### config.mk
export PLATFORM = sky130hd
export DESIGN_NAME = hazard_stall_controller
export DESIGN_NICKNAME = d
export VERILOG_FILES = /design/src/rtl/hazard_stall_controller.sv
export SDC_FILE = /design/constraint.sdc
export NUM_CORES = 1
export LEC_CHECK = 0
export ABC_CLOCK_PERIOD_IN_PS = 2600
export BUFFER_PORTS_ARGS = -buffer_cell sky130_fd_sc_hd__buf_2
export CORE_ASPECT_RATIO = 1.2
export CORE_MARGIN = 4
export CORE_UTILIZATION = 51
export CTS_BUF_LIST = sky130_fd_sc_hd__clkbuf_4
export CTS_CLUSTER_SIZE = 8
export DETAILED_ROUTE_END_ITERATION = 6
export PLACE_DENSITY = 0.82
export RECOVER_POWER = 25
export SLEW_MARGIN = 20
export SYNTH_ARGS = -nofsm -noshare
export SYNTH_HDL_FRONTEND = slang
export SYNTH_SLANG_ARGS = --single-unit
### constraint.sdc
create_clock -name Clk -period 2.6 [get_ports Clk]
set_input_delay 0.52 -clock Clk [delete_from_list [all_inputs] [get_ports Clk]]
set_output_delay 0.52 -clock Clk [all_outputs]
set_load 0.05 [all_outputs]
### src/rtl/hazard_stall_controller.sv
// hazard_stall_controller
//   Pipeline sequencing controller for the 5-stage datapath. It covers the
//   hazards the EX forwarding network cannot resolve on its own:
//   load-use stalls, taken-branch flushes, and freezing the pipe while the
//   multi-cycle mul/div unit is busy. It also keeps a saturating count of
//   the cycles in which the PC was held.
//
// Ports
//   Clk, Rst_n               clock, asynchronous active-low reset
//   IDrs, IDrt               source register fields of the ID instruction
//   IDUsesRs, IDUsesRt       ID instruction actually reads rs / rt
//   EXrt, EXMemRead          destination register and load flag of EX instr
//   EXMulDiv                 EX instruction is a mul/div
//   BranchTaken              branch in EX resolved taken
//   MulDivDone               mul/div result valid (single-cycle pulse)
//   PCWrite, IFIDWrite,
//   IDEXWrite                pipeline register write enables
//   IDEXBubble, EXMEMBubble  zero the control bits written into ID/EX, EX/MEM
//   IFIDFlush, IDEXFlush     clear IF/ID, ID/EX to NOP
//   MulDivStart              single-cycle start pulse to the mul/div unit
//   MDTimeout                sticky: some mul/div wait was force-released
//   StallCycles              saturating count of cycles with PCWrite=0

module hazard_stall_controller #(
    parameter int MD_TIMEOUT = 64,
    parameter int CNT_W      = 16
) (
    input  logic             Clk,
    input  logic             Rst_n,
    input  logic [4:0]       IDrs,
    input  logic [4:0]       IDrt,
    input  logic             IDUsesRs,
    input  logic             IDUsesRt,
    input  logic [4:0]       EXrt,
    input  logic             EXMemRead,
    input  logic             EXMulDiv,
    input  logic             BranchTaken,
    input  logic             MulDivDone,
    output logic             PCWrite,
    output logic             IFIDWrite,
    output logic             IDEXWrite,
    output logic             IDEXBubble,
    output logic             EXMEMBubble,
    output logic             IFIDFlush,
    output logic             IDEXFlush,
    output logic             MulDivStart,
    output logic             MDTimeout,
    output logic [CNT_W-1:0] StallCycles
);

    localparam int WW = (MD_TIMEOUT > 1) ? $clog2(MD_TIMEOUT) : 1;
    localparam logic [WW-1:0] WAIT_LAST = WW'(MD_TIMEOUT - 1);

    typedef enum logic {
        RUN     = 1'b0,
        MD_WAIT = 1'b1
    } state_t;

    state_t          state, state_nxt;
    logic [WW-1:0]   wait_cnt;
    logic            cnt_clr, cnt_inc, to_set;
    logic            load_use;

    // r0 is hardwired zero, so a load targeting it can never create a hazard.
    assign load_use = EXMemRead && (EXrt != 5'd0) &&
                      ((IDUsesRs && (EXrt == IDrs)) ||
                       (IDUsesRt && (EXrt == IDrt)));

    always_ff @(posedge Clk or negedge Rst_n) begin
        if (!Rst_n) begin
            state    <= RUN;
            wait_cnt <= '0;
        end else begin
            state <= state_nxt;
            if (cnt_clr)
                wait_cnt <= '0;
            else if (cnt_inc)
                wait_cnt <= wait_cnt + 1'b1;
        end
    end

    always_comb begin
        state_nxt   = state;
        cnt_clr     = 1'b0;
        cnt_inc     = 1'b0;
        to_set      = 1'b0;
        PCWrite     = 1'b1;
        IFIDWrite   = 1'b1;
        IDEXWrite   = 1'b1;
        IDEXBubble  = 1'b0;
        EXMEMBubble = 1'b0;
        IFIDFlush   = 1'b0;
        IDEXFlush   = 1'b0;
        MulDivStart = 1'b0;
        // Outputs are combinational, so hold them at the idle values while
        // reset is asserted; otherwise a held EXMulDiv would fire a start.
        if (Rst_n) begin
            unique case (state)
                RUN: begin
                    if (EXMulDiv) begin
                        MulDivStart = 1'b1;
                        PCWrite     = 1'b0;
                        IFIDWrite   = 1'b0;
                        IDEXWrite   = 1'b0;
                        EXMEMBubble = 1'b1;
                        cnt_clr     = 1'b1;
                        state_nxt   = MD_WAIT;
                    end else if (BranchTaken) begin
                        // ID holds a wrong-path instruction: any load-use
                        // match on it is meaningless, so it is not stalled.
                        IFIDFlush = 1'b1;
                        IDEXFlush = 1'b1;
                    end else if (load_use) begin
                        PCWrite    = 1'b0;
                        IFIDWrite  = 1'b0;
                        IDEXBubble = 1'b1;
                    end
                end
                MD_WAIT: begin
                    if (MulDivDone) begin
                        // Release in the Done cycle so the result is
                        // captured into EX/MEM; Done wins over timeout.
                        state_nxt = RUN;
                    end else if (wait_cnt == WAIT_LAST) begin
                        to_set    = 1'b1;
                        state_nxt = RUN;
                    end else begin
                        PCWrite     = 1'b0;
                        IFIDWrite   = 1'b0;
                        IDEXWrite   = 1'b0;
                        EXMEMBubble = 1'b1;
                        cnt_inc     = 1'b1;
                    end
                end
                default: state_nxt = RUN;
            endcase
        end
    end

    always_ff @(posedge Clk or negedge Rst_n) begin
        if (!Rst_n) begin
            MDTimeout   <= 1'b0;
            StallCycles <= '0;
        end else begin
            if (to_set)
                MDTimeout <= 1'b1;
            if (!PCWrite && (StallCycles != {CNT_W{1'b1}}))
                StallCycles <= StallCycles + 1'b1;
        end
    end

endmodule

==> results of run 1 <==
## registers in the layout, indices dropped and copies added (netlist names)
| name | cells |
|---|---|
| wait_cnt | 6 |
| MDTimeout | 1 |
| StallCycles | 16 |
| state | 1 |
## cells in the final DEF (no fill, tap or decap), drive strengths merged
| master | Yosys | final |
|---|---|---|
| xor2 | 13 | 13 |
| dlygate4sd3 | 0 | 1 |
| inv | 4 | 4 |
| a311oi | 1 | 1 |
| a41oi | 1 | 1 |
| dfrtp | 24 | 24 |
| nand2 | 4 | 4 |
| a31oi | 3 | 3 |
| nand4 | 8 | 8 |
| nand4bb | 1 | 1 |
| or4 | 1 | 1 |
| nand3 | 7 | 7 |
| nand2b | 1 | 1 |
| o41a | 1 | 1 |
| and4 | 2 | 2 |
| o21ai | 4 | 4 |
| clkbuf | 1 | 5 |
| and3 | 8 | 8 |
| a41o | 1 | 1 |
| nor4 | 2 | 2 |
| and2 | 3 | 3 |
| a21oi | 2 | 2 |
| mux2i | 1 | 1 |
| nor3b | 2 | 2 |
| buf | 4 | 50 |
| nor2 | 11 | 11 |
| mux2 | 1 | 1 |
| nor3 | 1 | 1 |
| xnor2 | 13 | 13 |
| a32oi | 1 | 1 |
| ha | 2 | 2 |
## per-layer routing
layer  GRT usage  vias up  share of wire
met5           0        -              0
li1            -      562              -
met4      0.0561        0          0.010
met3      0.0326        6           0.10
met1       0.224      568           0.39
met2       0.328       55           0.49
## worst reg2reg max path, stage by stage, from the launching register on
cell      delay [ns]
dfrtp_1         0.42
ha_1            0.22
and3_4          0.20
a311oi_4        0.35
nor2_4          0.07
o21ai_2         0.08
buf_4           0.21
and2_4          0.19
mux2_1          0.31
## area by class of cell
cell class / count / area share
Sequential cell: 24 / 0.361
Inverter: 4 / 0.00902
Clock buffer: 3 / 0.0135
Tap cell: 33 / 0.0248
Timing Repair Buffer: 53 / 0.167
Multi-Input combinational cell: 95 / 0.425
## worst paths after layout
| check | from | endpoint | slack (ns) |
|---|---|---|---|
| worst max-delay path | wait_cnt[0]$_DFFE_PN0P_ | PCWrite | 0.14 |
| worst min-delay path | MDTimeout$_DFFE_PN0P_ | MDTimeout$_DFFE_PN0P_ | 0.48 |
| worst max register to register | wait_cnt[0]$_DFFE_PN0P_ | StallCycles[1]$_DFFE_PN0P_ | 0.43 |
| worst min register to register | MDTimeout$_DFFE_PN0P_ | MDTimeout$_DFFE_PN0P_ | 0.48 |
| max in group asynchronous | Rst_n | StallCycles[9]$_DFFE_PN0P_ | 1.21 |
| min in group asynchronous | Rst_n | state$_DFFE_PN0P_ | 0.68 |
## stage by stage
step                power (µW)  utilization
floorplan                  865            -
global placement           981        0.648
detailed placement        1000        0.648
CTS                       1150        0.661
global route              1220        0.659
finish                    1140        0.659
## kinds of logic (layout without fill, tap and decap cells)
family / Yosys count / count (layout)
AO/OA/AOI/OAI: 14 / 14
XOR/XNOR: 26 / 26
adder cells (fa/ha/maj): 2 / 2
buffers and inverters: 9 / 60
flip-flops: 24 / 24
multiplexers: 2 / 2
AND/OR/NAND/NOR: 51 / 51
## power by group
group          internal (µW)  switching, µW  total [µW]  leakage, µW
Sequential               437           82.1         519     0.000316
Combinational            142            331         473     0.000496
Clock                   54.0           96.5         150    0.0000138
==> results.tsv, run 1 <==
metric	value	unit
Post-synth ARST share	1.00	
total gr overflow	0	
Root Driver	clkbuf_4	
Yosys Warn Count	0	
number of global-route vias before repair	1234	
FF/Latch Area	601	µm²
clk_skew	0.00460	ns
Synth area leaders	dfrtp_1, xnor2_1, xor2_1, nand4_1, and3_1	
Post-CTS Repair Setup Buffers	0	
post-place instance area	1640	µm²
HPWL after DPL	2.45	mm
most common cell in the synthesized netlist	dfrtp_1	
Final nets	206	
CTS sink cnt	24	
crit path kind	reg2out	
worst min path class	reg2reg	
Top Ports	48	
area share of the largest cell type after synthesis	0.448	
post-synthesis average cell area	10.5	µm²
GR Util All Layers	0.188	
synthesized instance count	128	
post-route ant nets	0	
Hold Buf Count CTS	1	
xor and xnor fraction of the mapped netlist area	0.170	
TritonCTS clock tree	yes	
Max Slew Vio Count	0	
CP arrival	1.94	ns
Tcrit/Tclk final	0.948	
1st-iter DRT viols	25	
Max Freq	406	MHz
Total Routed Length	3.14	mm
Synth area leader	dfrtp_1	
Synth Area in Adders	0.0187	
crit path max fanout	6	
CP bufs+invs	2	
post-synthesis mux area share	0.0159	
Die Y	64.2	µm
Routed WL per cell	14.8	µm
PortBufs	47	
setup ws final	0.135	ns
Mapped Nets	153	
fraction of layout cells with a size suffix above 1	0.346	
final hold violation count	0	
Cell variety after synth	39	
Setup crit end kind	output pin	
Reg clk slew, reported paths	0.11	ns
Simple-Gate Fraction of Synth Area	0.225	
worst slack at placement	0.238	ns
final cell count without fillers	212	
Rows	20	
post-synthesis register bit count	24	
first-pass GRT wire length	5.00	mm
mapped cell area	1340	µm²
DR vias	1191	
EDFF count, synth	0	
sequential fraction of the synthesis area	0.448	
# H-tree levels	1	
crit path cell chain	ha_1 > and3_4 > a311oi_4 > nor2_4 > o21ai_2 > inv_2 > buf_2	
fin area	1670	µm²
WP depth	7	
fin crit period	2.46	ns
Hold WS	0.482	ns
Final Wtd Congestion	0.867	
P_leak	0.000826	µW
placed cells	208	
post-cts sizing count	0	
maximum vdd drop	454	µV
PwrDens	686	nW/µm²
R2R depth	8	
n_diodes	0	
Critical Path Max Stage Delay	0.42	ns
delay-heaviest family, CP	compound AO/OA/AOI/OAI gates	
Core Region	2530	µm²
outcome	completed	
Die X	54.8	µm
top_reg_cell synth	dfrtp_1	
Remaining DRCs	0	
first-pass detailed-route iteration total	4	
largest family of logic cells by synthesized area	simple AND/OR/NAND/NOR gates	
MaxCap Viol Count	0	
FILL cells	210	
CTS buffer count	3	
hold depth	1	
Longest Clk Path Bufs	2	
initial antenna violation count	0	
clock latency on the worst-skew pair	0.30	ns
Initial Utilization	0.530	
Die Area	3520	µm²
startpoint types	register	
worst-margin pin slew	1.20	ns
Synth Area in Compound Gates	0.0878	
Setup TNS	0	ns
area of the multi-input gates	708	µm²
Slowest cell on crit path	dfrtp_1	
largest net degree at the start of global routing	24	
critical path required time	2.08	ns
drt via density	5.62	
Final Setup Violations	0	
Worst slew margin	0.203	
Post-synth top cells	dfrtp_1, xnor2_1, xor2_1	
Layout area overhead	24.3	%
RSZ-0062 raised after global routing	no	
(Power assumes the default switching activity.)
==> run 2: changes to the inputs <==
Settings changed: ABC_AREA set to 1, CORE_UTILIZATION 51 to 54.
==> run 2 against run 1 <==
Against the previous run:
- fmax is 1.6% lower
- area after synthesis up 29%
- largest cell class unchanged
- highest routed layer unchanged
- critical path type unchanged
- critical endpoint unchanged
- sequential power is 4.8% lower
- cell count up 58%
- sequential cell count unchanged
- first-iteration DRC count grew to 4.6 times the previous value
==> results.tsv, run 2 <==
metric	value	unit	change
Gate power share	0.407		was 0.414
EDFF count, synth	0		unchanged
hold_sp	MDTimeout$_DFFE_PN0P_		unchanged
worst slack at placement	0.309	ns	was 0.238 ns
top_reg_cell synth	dfrtp_1		unchanged
Initial Utilization	0.564		was 0.530
FF-to-FF End	StallCycles[14]$_DFFE_PN0P_		was StallCycles[1]$_DFFE_PN0P_
CTS buffer count	3		unchanged
first-pass GRT wire length	6.48	mm	was 5.00 mm
critical path required time	2.08	ns	about the same
# H-tree levels	1		unchanged
RSZ-0062 raised after global routing	no		unchanged
Post-synth ARST share	1.00		unchanged
n_diodes	0		unchanged
Clk pwr share	0.145		was 0.132
DR vias	1667		was 1191
clock latency on the worst-skew pair	0.31	ns	was 0.30 ns
synthesized instance count	252		was 128
crit path kind	reg2out		unchanged
Max Slew Vio Count	0		unchanged
Reg clk slew, reported paths	0.12	ns	was 0.11 ns
area share of the largest cell type after synthesis	0.349		was 0.448
Post-synth top cells	nand2_1, inv_1, nand3_1		was dfrtp_1, xnor2_1, xor2_1
HPWL after DPL	2.85	mm	was 2.45 mm
Yosys Warn Count	0		unchanged
GR Util All Layers	0.195		was 0.188
Die X	59.6	µm	was 54.8 µm
post-route ant nets	0		unchanged
sequential fraction of the synthesis area	0.349		was 0.448
Longest Clk Path Bufs	2		unchanged
worst reg2reg path startpoint	StallCycles[0]$_DFFE_PN0P_		was wait_cnt[0]$_DFFE_PN0P_
PortBufs	47		unchanged
Total Routed Length	3.78	mm	was 3.14 mm
Reg with most FFs	StallCycles		unchanged
initial antenna violation count	0		unchanged
Final Setup Violations	0		unchanged
fin crit period	2.51	ns	was 2.46 ns
post-synthesis register bit count	24		unchanged
Slowest cell on crit path	dfrtp_1		unchanged
Core Region	3060	µm²	was 2530 µm²
clk_skew	0.00339	ns	was 0.00460 ns
Rows	22		was 20
outcome	completed		unchanged
Mapped Nets	277		was 153
worst min path class	reg2reg		unchanged
Remaining DRCs	0		unchanged
hold endpoint	MDTimeout$_DFFE_PN0P_		unchanged
sequential power share	0.447		was 0.454
TritonCTS clock tree	yes		unchanged
MaxCap Viol Count	0		unchanged
drt via density	4.98		was 5.62
Setup crit end kind	output pin		unchanged
most common cell in the synthesized netlist	nand2_1		was dfrtp_1
CTS sink cnt	24		unchanged
most frequent cells in the layout	nand2_1, buf_2, inv_1		was buf_2, dfrtp_1, xor2_1, xnor2_1, nor2_1
P_leak	0.00121	µW	was 0.000826 µW
Max Freq	399	MHz	was 406 MHz
reg-to-reg setup timing slack	0.60	ns	was 0.43 ns
Synth area leaders	dfrtp_1, nand2_1, inv_1, nand3_1, xor2_1		was dfrtp_1, xnor2_1, xor2_1, nand4_1, and3_1
Switching Share	0.448		was 0.446
met1 global-route usage	0.238		was 0.224
met2 Usage GRT	0.341		was 0.328
total gr overflow	0		unchanged
CP arrival	1.99	ns	was 1.94 ns
1st-iter DRT viols	116		was 25
Worst slew margin	0.184		was 0.203
crit path max fanout	20		was 6
R2R depth	7		was 8
maximum vdd drop	514	µV	was 454 µV
most used routing layer	met2		unchanged
Top Registers	StallCycles: 16 flops, wait_cnt: 6 flops		unchanged
Final Wtd Congestion	0.822		was 0.867
Hold WS	0.475	ns	was 0.482 ns
Layout area overhead	17.3	%	was 24.3%
Top Ports	48		unchanged
post-synthesis average cell area	6.84	µm²	was 10.5 µm²
met3 Track Usage GR	0.0148		was 0.0326
final hold violation count	0		unchanged
Root Driver	clkbuf_4		unchanged
largest net degree at the start of global routing	23		was 24
Routed WL per cell	11.3	µm	was 14.8 µm
crit path cell chain	ha_2 > nand3_2 > nor3_4 > nor2_4 > nor2_8 > nand2_8 > clkinvlp_4 > buf_4		was ha_1 > and3_4 > a311oi_4 > nor2_4 > o21ai_2 > inv_2 > buf_2
most common cell after layout, fill and taps aside	nand2_1		was buf_2
Die Area	4160	µm²	was 3520 µm²
first-pass detailed-route iteration total	4		unchanged
Die Y	69.9	µm	was 64.2 µm
Critical Path Max Stage Delay	0.45	ns	was 0.42 ns
setup ws final	0.0944	ns	was 0.135 ns
mapped cell area	1720	µm²	was 1340 µm²
PwrDens	546	nW/µm²	was 686 nW/µm²
Tcrit/Tclk final	0.964		was 0.948
Synth area leader	dfrtp_1		unchanged
worst-margin pin slew	1.22	ns	was 1.20 ns
number of global-route vias before repair	1571		was 1234
fraction of layout cells with a size suffix above 1	0.217		was 0.346
Cell variety after synth	27		was 39
switching power	495	µW	was 510 µW
Internal	609	µW	was 633 µW
FILL cells	299		was 210
max FFs per register	16		unchanged
hold depth	1		unchanged
Final nets	326		was 206
startpoint types	register		unchanged
run 2: power by group through the flow:
stage	Clock, µW	Combinational, µW	Sequential [µW]
5_1_grt	180	498	506
6_report	161	450	494
4_1_cts	170	441	491
2_1_floorplan	0	230	610
3_5_place_dp	0	439	499
3_3_place_gp	0	429	495
run 2: routing by layer:
layer,vias up,part of all wire
li1,869,-
met1,754,0.43
met2,42,0.52
met3,2,0.043
met4,0,0.0093
met5,-,0
run 2: metrics by stage:
step                      power [µW]  utilization  cells  setup TNS, ns  instance area, µm²
after floorplan                  841            -    252              0                1740
after global placement           924        0.643    330              0                1960
after detailed placement         937        0.643    330              0                1960
after CTS                       1100        0.655    334        -0.0103                2000
after global routing            1180        0.661    335              0                2020
final                           1100        0.661    335              0                2020
run 2: worst max-delay path: cells and delay by family (launching register included):
kind | cells | cell delay (ns)
buffers and inverters | 2 | 0.29
adder cells (fa/ha/maj) | 1 | 0.23
AND/OR/NAND/NOR | 5 | 0.70
flip-flops | 1 | 0.45
run 2: worst max-delay path by stage:
| stage | from | endpoint | slack [ns] | depth (start not counted) |
|---|---|---|---|---|
| global route | wait_cnt[0]$_DFFE_PN0P_ | PCWrite | 0.002 | 8 |
| detailed placement | MulDivDone | PCWrite | 0.31 | 7 |
| CTS | wait_cnt[0]$_DFFE_PN0P_ | PCWrite | -0.005 | 8 |
| finish | wait_cnt[0]$_DFFE_PN0P_ | PCWrite | 0.09 | 8 |
| global placement | MulDivDone | IFIDWrite | 0.34 | 7 |
| floorplan | Rst_n | PCWrite | 0.01 | 10 |
run 2: area by class of cell:
cell class | instances | area [µm²] | share of cell area
inverters | 39 | 150 | 0.0743
multi-input cells | 183 | 942 | 0.466
clock buffers | 3 | 22.5 | 0.0111
flip-flops and latches | 24 | 601 | 0.297
well taps | 36 | 45.0 | 0.0223
repair buffers | 50 | 260 | 0.129
run 2: repair_timing:
action                                  CTS  global route
setup buffers                             0             1
endpoints found under the setup margin    2             2
resized for setup                         1             6
hold buffers                              1             0
endpoints found under the hold margin     2             0
run 2: cells by family after synthesis:
kind of cell | after synthesis | share of synthesized area
buffers and inverters | 45 | 0.118
adder cells (fa/ha/maj) | 2 | 0.0145
XOR/XNOR | 13 | 0.0661
AND/OR/NAND/NOR | 162 | 0.432
flip-flops | 24 | 0.349
AO/OA/AOI/OAI | 6 | 0.0203
==> run 3: changes to the inputs <==
Settings changed: BUFFER_PORTS_ARGS -buffer_cell sky130_fd_sc_hd__buf_2 to not set, CORE_UTILIZATION 54 to 60, CTS_BUF_LIST sky130_fd_sc_hd__clkbuf_4 to sky130_fd_sc_hd__clkbuf_16, DONT_BUFFER_PORTS set to 1, PLACE_DENSITY 0.82 to 0.76.
==> run 3 against run 2 <==
Against the previous run:
- final area decreased by 1.7%
- cell count shrank 8.4%
- critical path depth is the same
- clock skew hardly changed
- global-route usage is 2.3 points higher
- routed wire length rose by 4.2%
- setup slack improved by 0.0072 ns
- sequential power down 2%
- fmax up 0.29%
- die area decreased by 8.8%
- critical path type unchanged
- highest routed layer unchanged
==> results.tsv, run 3 (same netlist as run 2, synthesis figures left out) <==
metric	value	unit	change
outcome	completed		unchanged
Worst slew margin	0.147		was 0.184
FILL cells	257		was 299
final hold violation count	0		unchanged
Setup TNS	0	ns	unchanged
largest net degree at the start of global routing	25		was 23
clock latency on the worst-skew pair	0.26	ns	was 0.31 ns
Die Y	66.7	µm	was 69.9 µm
Final Wtd Congestion	0.890		was 0.822
Clk pwr share	0.259		was 0.145
CP arrival	1.98	ns	was 1.99 ns
DR vias	1614		was 1667
fraction of layout cells with a size suffix above 1	0.143		was 0.217
GR Util All Layers	0.218		was 0.195
worst slack at placement	0.379	ns	was 0.309 ns
Top Registers	StallCycles: 16 flops, wait_cnt: 6 flops		unchanged
post-cts sizing count	0		was 1
first-pass detailed-route iteration total	4		unchanged
crit path kind	reg2out		unchanged
Remaining DRCs	0		unchanged
sequential power share	0.375		was 0.447
worst min path class	in2reg		was reg2reg
Reg clk slew, reported paths	0.06	ns	was 0.12 ns
number of global-route vias before repair	1566		was 1571
Initial Utilization	0.619		was 0.564
switching power	519	µW	was 495 µW
R2R depth	10		was 7
Longest Clk Path Bufs	2		unchanged
P_leak	0.00114	µW	was 0.00121 µW
Hold WS	0.422	ns	was 0.475 ns
CTS buffer count	3		unchanged
Routed WL per cell	12.8	µm	was 11.3 µm
most common cell after layout, fill and taps aside	nand2_1		unchanged
PortBufs	0		was 47
# H-tree levels	1		unchanged
Final nets	299		was 326
critical path startpoint	wait_cnt[0]$_DFFE_PN0P_		unchanged
area of the multi-input gates	932	µm²	was 942 µm²
HPWL after DPL	2.85	mm	about the same
MaxCap Viol Count	0		unchanged
Setup crit end kind	output pin		unchanged
FF-to-FF End	StallCycles[6]$_DFFE_PN0P_		was StallCycles[14]$_DFFE_PN0P_
FF/Latch Area	601	µm²	unchanged
Layout area overhead	15.3	%	was 17.3%
Tcrit/Tclk final	0.961		was 0.964
worst reg2reg path startpoint	wait_cnt[0]$_DFFE_PN0P_		was StallCycles[0]$_DFFE_PN0P_
crit path max fanout	7		was 20
Gate power share	0.366		was 0.407
setup ws final	0.102	ns	was 0.0944 ns
RSZ-0062 raised after global routing	no		unchanged
Internal	776	µW	was 609 µW
drt via density	5.26		was 4.98
fin crit period	2.50	ns	was 2.51 ns
Reg with most FFs	StallCycles		unchanged
startpoint types	register		unchanged
reg-to-reg setup timing slack	0.44	ns	was 0.60 ns
Switching Share	0.401		was 0.448
Root Driver	clkbuf_16		was clkbuf_4
post-route ant nets	0		unchanged
1st-iter DRT viols	69		was 116
Total Routed Length	3.94	mm	was 3.78 mm
TritonCTS clock tree	yes		unchanged
max FFs per register	16		unchanged
Max Freq	400	MHz	was 399 MHz
PwrDens	653	nW/µm²	was 546 nW/µm²
Final Setup Violations	0		unchanged
n_diodes	0		unchanged
maximum vdd drop	584	µV	was 514 µV
CTS sink cnt	24		unchanged
critical path required time	2.08	ns	about the same
worst setup path endpoint	PCWrite		unchanged
first-pass GRT wire length	6.63	mm	was 6.48 mm
Die X	56.9	µm	was 59.6 µm
worst-margin pin slew	1.28	ns	was 1.22 ns
most frequent cells in the layout	nand2_1, inv_1, nand3_1		was nand2_1, buf_2, inv_1
Die Area	3800	µm²	was 4160 µm²
Core Region	2790	µm²	was 3060 µm²
total gr overflow	0		unchanged
Top Ports	48		unchanged
Max Slew Vio Count	0		unchanged
initial antenna violation count	0		unchanged
Rows	21		was 22
clk_skew	0.00316	ns	was 0.00339 ns
run 3: repair_timing:
action / in CTS / in global routing
hold buffers: 1 / 0
hold endpoints to repair: 24 / 0
setup buffers: 0 / 2
setup endpoints to repair: 0 / 2
run 3: routing by layer:
| metal | GRT usage | wire length, µm | part of all wire | vias up |
|---|---|---|---|---|
| met5 | 0 | 0 | 0 | - |
| met4 | 0.0783 | 28 | 0.0071 | 0 |
| met3 | 0.0601 | 284 | 0.072 | 4 |
| met2 | 0.379 | 2040 | 0.52 | 58 |
| met1 | 0.256 | 1590 | 0.40 | 740 |
| li1 | - | - | - | 812 |
run 3: critical path, cell delays in order (launching register included):
cell        delay, ns
dfrtp_1          0.41
ha_1             0.22
nand3_2          0.14
nor3_4           0.18
nor2_2           0.11
nor2_8           0.28
nand2_4          0.10
clkinvlp_4       0.10
buf_12           0.17
run 3: layout make-up:
| cell class | count | share of cell area |
|---|---|---|
| multi-input combinational | 183 | 0.469 |
| inverter | 39 | 0.0756 |
| tap | 34 | 0.0214 |
| clock buffer | 3 | 0.0378 |
| clock inverter | 1 | 0.00189 |
| timing repair buffer | 23 | 0.0914 |
| sequential | 24 | 0.302 |
run 3: power groups by stage:
stage	clock (µW)	combinational (µW)	sequential, µW
after global placement	0	444	488
after global routing	349	511	495
after CTS	338	464	486
after floorplan	0	230	610
after detailed placement	0	454	494
final	336	474	486
run 3: worst min path at each step:
| stage | from | to | slack (ns) | cells past startpoint |
|---|---|---|---|---|
| after floorplan | Rst_n | MDTimeout$_DFFE_PN0P_ | 0.22 | 0 |
| after global placement | Rst_n | wait_cnt[5]$_DFFE_PN0P_ | 0.23 | 0 |
| after detailed placement | Rst_n | wait_cnt[5]$_DFFE_PN0P_ | 0.23 | 0 |
| after CTS | Rst_n | state$_DFFE_PN0P_ | 0.43 | 3 |
| after global routing | Rst_n | state$_DFFE_PN0P_ | 0.44 | 3 |
| final | Rst_n | state$_DFFE_PN0P_ | 0.42 | 3 |
run 3: stage by stage:
stage / std cells / util / instance area (µm²) / power, µW
6_report: 307 / 0.713 / 1990 / 1300
5_1_grt: 307 / 0.713 / 1990 / 1360
4_1_cts: 305 / 0.710 / 1980 / 1290
3_5_place_dp: 300 / 0.678 / 1890 / 948
3_3_place_gp: 300 / 0.678 / 1890 / 932
2_1_floorplan: 252 / - / 1740 / 841
